[src/rtl/mul_div_if.sv]
// mul_div_if: request/response bundle between the core controller and the multiply/divide unit
interface mul_div_if #(parameter int XLEN = 32);
    logic            start;
    logic [2:0]      md_op;
    logic [XLEN-1:0] a_in;
    logic [XLEN-1:0] b_in;
    logic            busy;
    logic            done;
    logic [XLEN-1:0] result;
    modport master (output start, md_op, a_in, b_in, input busy, done, result);
    modport slave (input start, md_op, a_in, b_in, output busy, done, result);
endinterface

[src/rtl/mul_div_unit.sv]
// mul_div_unit: iterative RV32M multiply/divide unit with a fixed 32-iteration latency
module mul_div_unit #(
    parameter int XLEN  = 32,
    parameter int CNT_W = 6
) (
    input logic     clk,
    input logic     rst_n,
    mul_div_if.slave bus
);
    typedef enum logic [1:0] {IDLE, CALC, FIN} state_t;
    state_t            state_q, state_d;
    logic [CNT_W-1:0]  cnt_q, cnt_d;
    logic [2:0]        op_q, op_d;
    logic              neg_q, neg_d;
    logic [XLEN-1:0]   opnd_q, opnd_d;
    logic [XLEN-1:0]   result_q, result_d;
    logic [2*XLEN-1:0] acc_q, acc_d;
    logic              a_sgn, b_sgn;
    logic [XLEN-1:0]   a_mag, b_mag, quo, rmd, fin_val;
    logic [XLEN:0]     mul_sum, rem_sh, diff;
    logic [2*XLEN-1:0] step, prod;
    // Accept on magnitudes, iterate shift-add or restoring divide, apply signs on the last iteration
    always_comb begin
        a_sgn    = bus.a_in[XLEN-1] & (bus.md_op inside {3'd1, 3'd2, 3'd4, 3'd6});
        b_sgn    = bus.b_in[XLEN-1] & (bus.md_op inside {3'd1, 3'd4, 3'd6});
        a_mag    = a_sgn ? -bus.a_in : bus.a_in;
        b_mag    = b_sgn ? -bus.b_in : bus.b_in;
        mul_sum  = {1'b0, acc_q[2*XLEN-1:XLEN]} + (acc_q[0] ? {1'b0, opnd_q} : '0);
        rem_sh   = acc_q[2*XLEN-1:XLEN-1];
        diff     = rem_sh - {1'b0, opnd_q};
        step     = !op_q[2] ? {mul_sum, acc_q[XLEN-1:1]} :
                   diff[XLEN] ? {rem_sh[XLEN-1:0], acc_q[XLEN-2:0], 1'b0} :
                   {diff[XLEN-1:0], acc_q[XLEN-2:0], 1'b1};
        prod     = neg_q ? -step : step;
        quo      = neg_q ? -step[XLEN-1:0] : step[XLEN-1:0];
        rmd      = neg_q ? -step[2*XLEN-1:XLEN] : step[2*XLEN-1:XLEN];
        fin_val  = op_q == 3'd0 ? prod[XLEN-1:0] :
                   !op_q[2] ? prod[2*XLEN-1:XLEN] :
                   op_q[1] ? rmd : quo;
        state_d  = state_q;
        cnt_d    = cnt_q;
        op_d     = op_q;
        neg_d    = neg_q;
        opnd_d   = opnd_q;
        acc_d    = acc_q;
        result_d = result_q;
        if (bus.start && state_q != CALC) begin
            state_d = CALC;
            cnt_d   = CNT_W'(XLEN);
            op_d    = bus.md_op;
            opnd_d  = bus.md_op[2] ? b_mag : a_mag;
            acc_d   = {{XLEN{1'b0}}, bus.md_op[2] ? a_mag : b_mag};
            neg_d   = bus.md_op[2:1] == 2'b11 ? a_sgn :
                      bus.md_op[2] && bus.b_in == '0 ? 1'b0 : a_sgn ^ b_sgn;
        end else if (state_q == CALC) begin
            acc_d = step;
            cnt_d = cnt_q - 1'b1;
            if (cnt_q == CNT_W'(1)) begin
                state_d  = FIN;
                result_d = fin_val;
            end
        end else if (state_q == FIN) begin
            state_d = IDLE;
        end
    end
    // State and datapath registers; reset aborts any operation in flight
    always_ff @(posedge clk or negedge rst_n) begin
        if (!rst_n) begin
            state_q  <= IDLE;
            cnt_q    <= '0;
            op_q     <= '0;
            neg_q    <= 1'b0;
            opnd_q   <= '0;
            acc_q    <= '0;
            result_q <= '0;
        end else begin
            state_q  <= state_d;
            cnt_q    <= cnt_d;
            op_q     <= op_d;
            neg_q    <= neg_d;
            opnd_q   <= opnd_d;
            acc_q    <= acc_d;
            result_q <= result_d;
        end
    end
    assign bus.busy   = state_q == CALC;
    assign bus.done   = state_q == FIN;
    assign bus.result = result_q;
endmodule

[src/flat_wrapper.sv]
// flat-port wrapper written by rule: the top's interface ports become plain ports
module mul_div_unit_flat 
#(
    parameter int XLEN  = 32,
    parameter int CNT_W = 6
)
  (clk, rst_n, bus_start, bus_md_op, bus_a_in, bus_b_in, bus_busy, bus_done, bus_result);
  mul_div_if #(.XLEN(XLEN)) bus_i ();
  input logic clk;
  input logic rst_n;
  input wire logic [$bits(bus_i.start)-1:0] bus_start;
  input wire logic [$bits(bus_i.md_op)-1:0] bus_md_op;
  input wire logic [$bits(bus_i.a_in)-1:0] bus_a_in;
  input wire logic [$bits(bus_i.b_in)-1:0] bus_b_in;
  output wire logic [$bits(bus_i.busy)-1:0] bus_busy;
  output wire logic [$bits(bus_i.done)-1:0] bus_done;
  output wire logic [$bits(bus_i.result)-1:0] bus_result;
  assign bus_i.start = bus_start;
  assign bus_i.md_op = bus_md_op;
  assign bus_i.a_in = bus_a_in;
  assign bus_i.b_in = bus_b_in;
  assign bus_busy = bus_i.busy;
  assign bus_done = bus_i.done;
  assign bus_result = bus_i.result;
  mul_div_unit #(.XLEN(XLEN), .CNT_W(CNT_W)) u_core (.clk(clk), .rst_n(rst_n), .bus(bus_i));
endmodule
[config.mk]
export PLATFORM = sky130hd
export DESIGN_NAME = mul_div_unit_flat
export DESIGN_NICKNAME = d
export VERILOG_FILES = /design/src/rtl/mul_div_if.sv /design/src/rtl/mul_div_unit.sv /design/src/flat_wrapper.sv
export SDC_FILE = /design/constraint.sdc
export NUM_CORES = 1
export LEC_CHECK = 0
export BUFFER_PORTS_ARGS = -buffer_cell sky130_fd_sc_hd__buf_4
export CAP_MARGIN = 15
export CORE_AREA = 2 2 192 194
export CTS_CLUSTER_DIAMETER = 60
export DETAILED_ROUTE_END_ITERATION = 8
export DIE_AREA = 0 0 194 196
export GPL_ROUTABILITY_DRIVEN = 0
export SLEW_MARGIN = 20
export SYNTH_ARGS = -nofsm -noshare
export SYNTH_HDL_FRONTEND = slang
export SYNTH_SLANG_ARGS = --single-unit
[constraint.sdc]
create_clock -name clk -period 11.1 [get_ports clk]
set_clock_uncertainty 0.15 [all_clocks]
set_input_delay 0.555 -clock clk [delete_from_list [all_inputs] [get_ports clk]]
set_output_delay 0.555 -clock clk [all_outputs]
set_load 0.01 [all_outputs]
After elaboration in Yosys (flattened, before gate mapping)
Index checks and enable logic that the tools add are counted.
{ "classes": {"add_sub_neg": 8, "n_eq_ne": 10, "n_mux": 23, "bitwise_logic": 4, "reduce_logical": 10} }
{ "op_table": {"columns": ["operator", "n"], "rows": [
  ["$mux W32", 10],
  ["$mux W64", 5],
  ["$neg A32 Y32", 4],
  ["$neg A64 Y64", 1],
  ["$add A32 B33 Y33", 1],
  ["$sub A33 B32 Y33", 1],
  ["$logic_not A32 Y1", 1],
  ["$mux W6", 2],
  ["$mux W2", 4],
  ["$eq A3 B3 Y1 const B", 2],
  ["$eq A6 B1 Y1 const B", 1],
  ["$reduce_bool A3 Y1", 2],
  ["$sub A6 B1 Y6 const B", 1],
  ["$eq A2 B2 Y1 const B", 2],
  ["$reduce_bool A4 Y1", 1],
  ["$eq A3 B1 Y1 const B", 1],
  ["$eq A3 B2 Y1 const B", 1],
  ["$logic_not A3 Y1", 1],
  ["$ne A3 B1 Y1 const B", 1],
  ["$reduce_and A3 Y1", 1],
  ["$and A1 B1 Y1", 2],
  ["$eq A2 B1 Y1 const B", 1],
  ["$logic_and A1 B1 Y1", 2],
  ["$mux W1", 2],
  ["other kinds (5)", 5]
]} }
{ "word_totals": {"ff_bits": 140, "input_bits": 70, "out_inout_bits": 34, "word_cells": 62} }

Longest topological paths before layout
Gate-level depths: netlist of the first run.
{ "logic_depth": {"depth_word": 8, "mapped_depth": 27, "depth_no_buf": 24} }

Worst setup path after synthesis of the first run
OpenSTA, ideal clock, no wires.
{ "synth_path": {"path_kind": "reg2reg", "startpoint": "register u_core.acc_q[33]", "endpoint": "register u_core.result_q[8] (netlist: u_core.bus.result[8])", "setup_ns": 0.134, "arrival_time_ns": 5.774, "t_required_ns": 10.816, "setup_slack_ns": 5.043, "path_stages_with_launch": 24, "period_less_slack_ns": 6.057, "path_cell_list": "dfrtp_1 -> ha_1 -> nor2b_4 -> o2111a_2 -> or4_4 -> a2111oi_4 -> o211a_1 -> buf_6 -> xnor2_4 -> buf_2 -> buf_2 -> nand2_1 -> a21boi_0 -> ha_1 -> o221ai_1 -> nor4_1 -> nand2_1 -> nor2_1 -> nand2_1 -> nor2_1 -> nor2_1 -> or3_1 -> a41oi_1 -> o21ai_0"} }
{ "synth_between": {"elab_chain_cells": 8, "word_cells_on_any_way": 13, "classes_between": "add/sub (5); mux (8)"} }
{ "synth_lines": {"columns": ["item", "line", "source"], "rows": [
  ["start: declaration", "mul_div_unit.sv:17", "logic [2*XLEN-1:0] acc_q, acc_d;"],
  ["start signal: assignment", "mul_div_unit.sv:74", "acc_q <= '0;"],
  ["start signal: assignment", "mul_div_unit.sv:82", "acc_q <= acc_d;"],
  ["$sub A33 B32 Y33", "mul_div_unit.sv:30", "diff = rem_sh - {1'b0, opnd_q};"],
  ["$mux W64", "mul_div_unit.sv:32", "diff[XLEN] ? {rem_sh[XLEN-1:0], acc_q[XLEN-2:0], 1'b0} :"],
  ["$mux W64 *", "mul_div_unit.sv:31", "step = !op_q[2] ? {mul_sum, acc_q[XLEN-1:1]} :"],
  ["$neg A32 Y32, on equally long branches", "mul_div_unit.sv:35, mul_div_unit.sv:36", null],
  ["$mux W32, on equally long branches", "mul_div_unit.sv:35, mul_div_unit.sv:36", null],
  ["$mux W32", "mul_div_unit.sv:39", "op_q[1] ? rmd : quo;"],
  ["$mux W32", "mul_div_unit.sv:38", "!op_q[2] ? prod[2*XLEN-1:XLEN] :"],
  ["$mux W32 *", "mul_div_unit.sv:37", "fin_val = op_q == 3'd0 ? prod[XLEN-1:0] :"],
  ["end signal: assignment", "mul_div_unit.sv:83", "result_q <= result_d;"],
  ["end: declaration", "mul_div_unit.sv:16", "logic [XLEN-1:0] result_q, result_d;"]
]} }
Every way passes the cells marked *; elsewhere a longest branch is shown, timed or not.
A chain may end at the register's enable or synchronous reset.

Final worst setup path of the first run
{ "layout_path": {"startpoint": "register u_core.acc_q[31]", "endpoint": "register u_core.result_q[8] (netlist: u_core.bus.result[8])"} }
The elaborated chain is that of the path after synthesis.

==> flow_metrics.env, run 1 <==
export IMPL_start_kind="flop"
export IMPL_cts_resized=0
export IMPL_cts_setup_buffers=0
export IMPL_syn_area_mm2=0.0160
export IMPL_maxSlewViolCount=0
export IMPL_clk_path_buf_depth=2
export IMPL_synth_top_area_cell="dfrtp_1"
export IMPL_cts_sinks=140
export IMPL_dieArea_mm2=0.0380
export IMPL_path_max_fanout=15
export IMPL_yosys_register_bits=140
export IMPL_hold_violations=6
export IMPL_grt_start_max_net_pins=133
export IMPL_relSlewSlack_pct=23.3
export IMPL_rows=70
export IMPL_grt_usage_pct=31.9
export IMPL_finalCritPeriodShare_pct=66.9
export IMPL_grt_pass1_vias=16100
export IMPL_numCtsBuffers=17
export IMPL_finalSetupViolCount=0
export IMPL_cts_reportedPaths_clkPinSlew_ns=0.08
export IMPL_drive_gt1_share_pct=10.1
export IMPL_cts_root_buf="clkbuf_16"
export IMPL_first_pass_iters=6
export IMPL_path_cells="inv_1 -> ha_1 -> fa_1 -> nor2b_4 -> o2111a_2 -> or4_4 -> a2111oi_4 -> o211a_1 -> xnor2_4 -> nand2_1 -> a21boi_0 -> ha_1 -> o221ai_1 -> nor4_1 -> nand2_1 -> nor2_1 -> nand2_1 -> nor2_1 -> nor2_1 -> or3_1 -> a41oi_1 -> o21ai_0"
export IMPL_syn_area_per_cell_um2=7.32
export IMPL_seqCellArea_mm2=0.00351
export IMPL_netlist_top_cells_count="nand2_1, nor2_1, o21ai_0"
export IMPL_synth_edf_count=0
export IMPL_dp_hpwl_mm=46.6
export IMPL_critPathArrivalTime_ns=7.61
export IMPL_min_period_ns=7.43
export IMPL_grt_pass1_wl_mm=94.5
export IMPL_routed_via_count=17200
export IMPL_synthArstFlopShare_pct=100
export IMPL_rsz0062_at_grt="no"
export IMPL_routed_wl_mm=61.3
export IMPL_crit_slowest_cell="o211a_1"
export IMPL_initial_core_util_pct=44.5
export IMPL_max_freq_ghz=0.135
export IMPL_synth_top_cell_area_share_pct=21.8
export IMPL_cts_tree="yes"
export IMPL_synth_cell_type_count=97
export IMPL_postRouteAntennaNets=0
export IMPL_cp_top_family="simple AND/OR/NAND/NOR gates"
export IMPL_synth_nets=2337
export IMPL_tightestPinTransition_ns=1.14
export IMPL_overflow=0
export IMPL_required_ns=11.28
export IMPL_hp_class="primary input to asynchronous set/reset pin"
export IMPL_yosysSeqAreaShare_pct=21.8
export IMPL_nets=2351
export IMPL_multiInputGateArea_mm2=0.0117
export IMPL_core_area_mm2=0.0361
export IMPL_maxCapViolations=0
export IMPL_viasPerCell=6.40
export IMPL_synthCells=2193
export IMPL_crit_buf_inv=1
export IMPL_cts_hold_buf=0
export IMPL_failed_checks="hold timing"
export IMPL_io_buffer_count=103
export IMPL_hold_slack_ns=-0.0237
export IMPL_syn_to_final_growth_pct=10.3
export IMPL_clk_latency_ns=0.46
export IMPL_die_y_um=196
export IMPL_num_io_pins=104
export IMPL_ys_flop_type="dfrtp_1"
export IMPL_fin_tns_setup_ns=0
export IMPL_cpPeakStageDelay_ns=0.74
export IMPL_diodes=0
export IMPL_ctsHtreeMaxLevel=4
export IMPL_drc_errors=0
export IMPL_wl_per_cell_um=22.8
export IMPL_ys_warn_count=0
export IMPL_synth_most_common_cell="nand2_1"
export IMPL_path_class="flop to flop"
export IMPL_endpoint_kind="flop"
export IMPL_drt_iter0_drc=1758
export IMPL_grt_antenna_before_repair=0
export IMPL_ys_top_cells_by_area="dfrtp_1, nand2_1, ha_1"
export IMPL_fillers=3630
export IMPL_outcome="complete, but fails checks"
export IMPL_die_x_um=194
registers in the layout, indices dropped and copies added, names as in the netlist:
| register | count |
|---|---|
| u_core.acc_q | 64 |
| u_core.opnd_q | 32 |
| u_core.bus.result | 32 |
| u_core.cnt_q | 6 |
| u_core.state_q | 2 |
| u_core.neg_q | 1 |
| u_core.op_q | 3 |
placed cells by master, fill, tap and decap left out, types with 16 or more instances in the layout:
| cell | n |
|---|---|
| or3_1 | 16 |
| nor3_1 | 69 |
| o211ai_1 | 31 |
| inv_1 | 74 |
| nand2_1 | 255 |
| and2_1 | 50 |
| clkbuf_16 | 17 |
| mux2i_1 | 68 |
| a21o_1 | 40 |
| o21ai_0 | 179 |
| o31ai_1 | 23 |
| buf_4 | 134 |
| nor4_1 | 18 |
| nor2_1 | 215 |
| a21oi_1 | 175 |
| dfrtp_1 | 138 |
| and3_1 | 17 |
| xor2_1 | 67 |
| ha_1 | 71 |
| nand4_1 | 20 |
| nand2b_1 | 20 |
| a31oi_1 | 36 |
| a211oi_1 | 60 |
| nand3_1 | 46 |
| xnor2_1 | 89 |
stage by stage:
step / util (%) / cells / hold WS, ns / setup WS, ns / cell area [um^2]
final: 49.0 / 2688 / -0.0237 / 3.67 / 17700
after global routing: 49.0 / 2688 / 0.0900 / 3.31 / 17700
after CTS: 49.0 / 2688 / 0.0519 / 3.87 / 17700
after detailed placement: 47.5 / 2656 / 0.321 / 3.91 / 17100
after global placement: 47.5 / 2656 / 0.316 / 4.10 / 17100
after floorplan: - / 2193 / 0.109 / 5.04 / 16000
worst reg2reg max path, stage by stage, from the launching register on:
cell       delay (ns)
dfrtp_1          0.42
inv_1            0.10
ha_1             0.18
fa_1             0.28
nor2b_4          0.06
o2111a_2         0.28
or4_4            0.55
a2111oi_4        0.62
o211a_1          0.74
xnor2_4          0.10
nand2_1          0.17
a21boi_0         0.55
ha_1             0.35
o221ai_1         0.18
nor4_1           0.35
nand2_1          0.20
nor2_1           0.40
nand2_1          0.15
nor2_1           0.60
nor2_1           0.17
or3_1            0.39
a41oi_1          0.21
o21ai_0          0.11
cells by family (layout without fill, tap and decap cells):
| family | count (synthesis) | count (layout) | share of synthesized area [%] |
|---|---|---|---|
| xor gates and xnor gates | 158 | 158 | 8.74 |
| DFF | 140 | 140 | 21.8 |
| and+or+nand+nor | 800 | 800 | 23.9 |
| buffers and inverters | 219 | 246 | 5.33 |
| adders and majority gates | 74 | 74 | 5.86 |
| muxes | 77 | 77 | 4.87 |
| AOI/OAI and AO/OA | 725 | 725 | 29.4 |
final cells by class:
class | instances | share of cell area, %
Multi-Input combinational cell | 1834 | 66.2
Clock inverter | 15 | 0.735
Clock buffer | 17 | 2.40
Inverter | 78 | 1.65
Timing Repair Buffer | 136 | 5.86
Tap cell | 468 | 3.31
Sequential cell | 140 | 19.8
path summary, 6_finish.rpt:
check                      slack, ns  cells past startpoint            startpoint                     to
max                             3.67                     22      u_core.acc_q[31]   u_core.bus.result[8]
min                            -0.02                      1                 rst_n  u_core.bus.result[29]
max reg2reg                     3.67                     22      u_core.acc_q[31]   u_core.bus.result[8]
min reg2reg                     0.33                      1  u_core.bus.result[1]   u_core.bus.result[1]
max in group asynchronous       9.52                      2                 rst_n           u_core.neg_q
min in group clk                0.23                      2          bus_md_op[0]         u_core.op_q[0]
layer usage:
metal  share of wire (%)  global-route usage [%]  wire [um]
met1                  42                    42.2      25900
met2                  44                    49.7      27200
met3                 7.9                    5.50       4840
met4                 5.6                    17.4       3410
met5                   0                       0          0
Power of run 1 is left out: the tool's default activity adds up to more than one toggle a clock period on the data nets, which glitch-free logic cannot reach.
==> run 2, diff against run 1 <==
==> constraint.sdc (replaced) <==
create_clock -name clk -period 6.3 [get_ports clk]
set_clock_uncertainty 0.15 [all_clocks]
set_input_delay 0.315 -clock clk [delete_from_list [all_inputs] [get_ports clk]]
set_output_delay 0.315 -clock clk [all_outputs]
set_load 0.01 [all_outputs]
==> run 2 against run 1 <==
The flow now finishes without violations; non-clock buffer count is 52 higher; worst setup slack worse by 3.4 ns; critical path depth is 1 lower; global-route usage is 0.56 points higher; utilization is 1.2 points higher; die area stayed put; wire length is 2.1% higher; critical endpoint is now u_core.bus.result[28]; highest routed layer is now met5.
==> flow_metrics.env, run 2 (synthesis gave the netlist of run 1 again) <==
export IMPL_dp_hpwl_mm=48.5
export IMPL_min_period_ns=6.02
export IMPL_rsz0062_at_grt="no"
export IMPL_overflow=0
export IMPL_ctsHtreeMaxLevel=4
export IMPL_viasPerCell=6.36
export IMPL_core_area_mm2=0.0361
export IMPL_clk_path_buf_depth=2
export IMPL_path_class="flop to flop"
export IMPL_nets=2403
export IMPL_rows=70
export IMPL_die_x_um=194
export IMPL_grt_start_max_net_pins=86
export IMPL_crit_buf_inv=3
export IMPL_postRouteAntennaNets=0
export IMPL_io_buffer_count=103
export IMPL_finalCritPeriodShare_pct=95.5
export IMPL_grt_pass1_vias=16000
export IMPL_path_cells="inv_1 -> ha_1 -> fa_1 -> nor2b_4 -> o2111a_2 -> or4_4 -> a2111oi_4 -> o211a_1 -> buf_4 -> mux2i_1 -> a221oi_1 -> inv_1 -> ha_1 -> nand2_1 -> a31oi_4 -> o221ai_2 -> or4_1 -> or3_1 -> or4_1 -> a31oi_1 -> nor2_1"
export IMPL_hp_class="primary input to flop"
export IMPL_relSlewSlack_pct=24.4
export IMPL_drt_iter0_drc=1977
export IMPL_cts_setup_buffers=0
export IMPL_cts_root_buf="clkbuf_16"
export IMPL_syn_to_final_growth_pct=12.9
export IMPL_final_area_mm2=0.0181
export IMPL_routed_via_count=17400
export IMPL_maxSlewViolCount=0
export IMPL_grt_pass1_wl_mm=95.5
export IMPL_cts_sinks=140
export IMPL_routed_wl_mm=62.6
export IMPL_fillers=3598
export IMPL_finalSetupViolCount=0
export IMPL_clk_latency_ns=0.46
export IMPL_post_dp_cell_area_mm2=0.0175
export IMPL_layout_commonest_cell="nand2_1"
export IMPL_cts_tree="yes"
export IMPL_largest_register="u_core.acc_q"
export IMPL_path_max_fanout=14
export IMPL_max_freq_ghz=0.166
export IMPL_fin_tns_setup_ns=0
export IMPL_drc_errors=0
export IMPL_required_ns=6.50
export IMPL_diodes=0
export IMPL_first_pass_iters=5
export IMPL_die_y_um=196
export IMPL_crit_slowest_cell="or4_1"
export IMPL_cts_reportedPaths_clkPinSlew_ns=0.07
export IMPL_numCtsBuffers=17
export IMPL_outcome="complete, no violations"
export IMPL_dieArea_mm2=0.0380
export IMPL_tightestPinTransition_ns=1.10
export IMPL_grt_usage_pct=32.5
export IMPL_wl_per_cell_um=22.8
export IMPL_cp_top_family="simple AND/OR/NAND/NOR gates"
export IMPL_final_cell_mix="nand2_1, nor2_1, buf_4"
export IMPL_grt_antenna_before_repair=3
export IMPL_endpoint_kind="flop"
export IMPL_cpPeakStageDelay_ns=0.68
export IMPL_hold_violations=0
export IMPL_maxCapViolations=0
export IMPL_hold_slack_ns=0.0599
export IMPL_num_io_pins=104
export IMPL_critPathArrivalTime_ns=6.22
export IMPL_start_kind="flop"
export IMPL_drive_gt1_share_pct=12.1
export IMPL_largest_reg_flops=64
export IMPL_initial_core_util_pct=44.5
run 2: repair_timing:
action,4_1_cts,5_1_grt
hold buffers,2,0
endpoints found under the setup margin,0,12
resized for setup,0,3
hold endpoints to repair,77,0
run 2: final cells by class:
type / instances / area [um^2] / share of cell area, %
multi-input combinational: 1834 / 11700 / 64.7
sequential: 140 / 3510 / 19.4
timing repair buffer: 188 / 1420 / 7.84
tap: 468 / 586 / 3.23
clock buffer: 20 / 447 / 2.47
inverter: 78 / 293 / 1.62
clock inverter: 12 / 136 / 0.753
run 2: stage by stage:
step | setup slack (ns) | cells | util [%]
final | 0.282 | 2740 | 50.2
after global routing | 0.0517 | 2740 | 50.2
after CTS | 0.297 | 2740 | 50.2
after detailed placement | 0.344 | 2706 | 48.5
after global placement | 0.362 | 2706 | 48.5
after floorplan | 0.243 | 2193 | -
run 2: worst paths after layout:
check                                           from                     to  cells after the start  slack [ns]
min in group asynchronous                      rst_n  u_core.bus.result[25]                      2        0.33
worst max-delay path                u_core.acc_q[31]  u_core.bus.result[28]                     21        0.28
worst max register to register      u_core.acc_q[31]  u_core.bus.result[28]                     21        0.28
worst min register to register  u_core.bus.result[1]   u_core.bus.result[1]                      1        0.33
worst min-delay path                    bus_md_op[1]         u_core.op_q[1]                      3        0.06
max in group asynchronous                      rst_n           u_core.neg_q                      3        4.19
run 2: routing by layer:
layer	part of all wire, %	up-vias	wire, um	GRT usage (%)
li1	-	8146	-	-
met1	42	8269	26300	43.3
met2	44	840	27400	49.9
met3	8.7	162	5430	6.15
met4	5.5	2	3460	17.2
met5	0.021	-	13	0
run 2: worst min-delay path: stages:
cell and delay (ns):
buf_4 0.13, inv_1 0.07, o21ai_0 0.09
Power of run 2 is left out for the same reason.
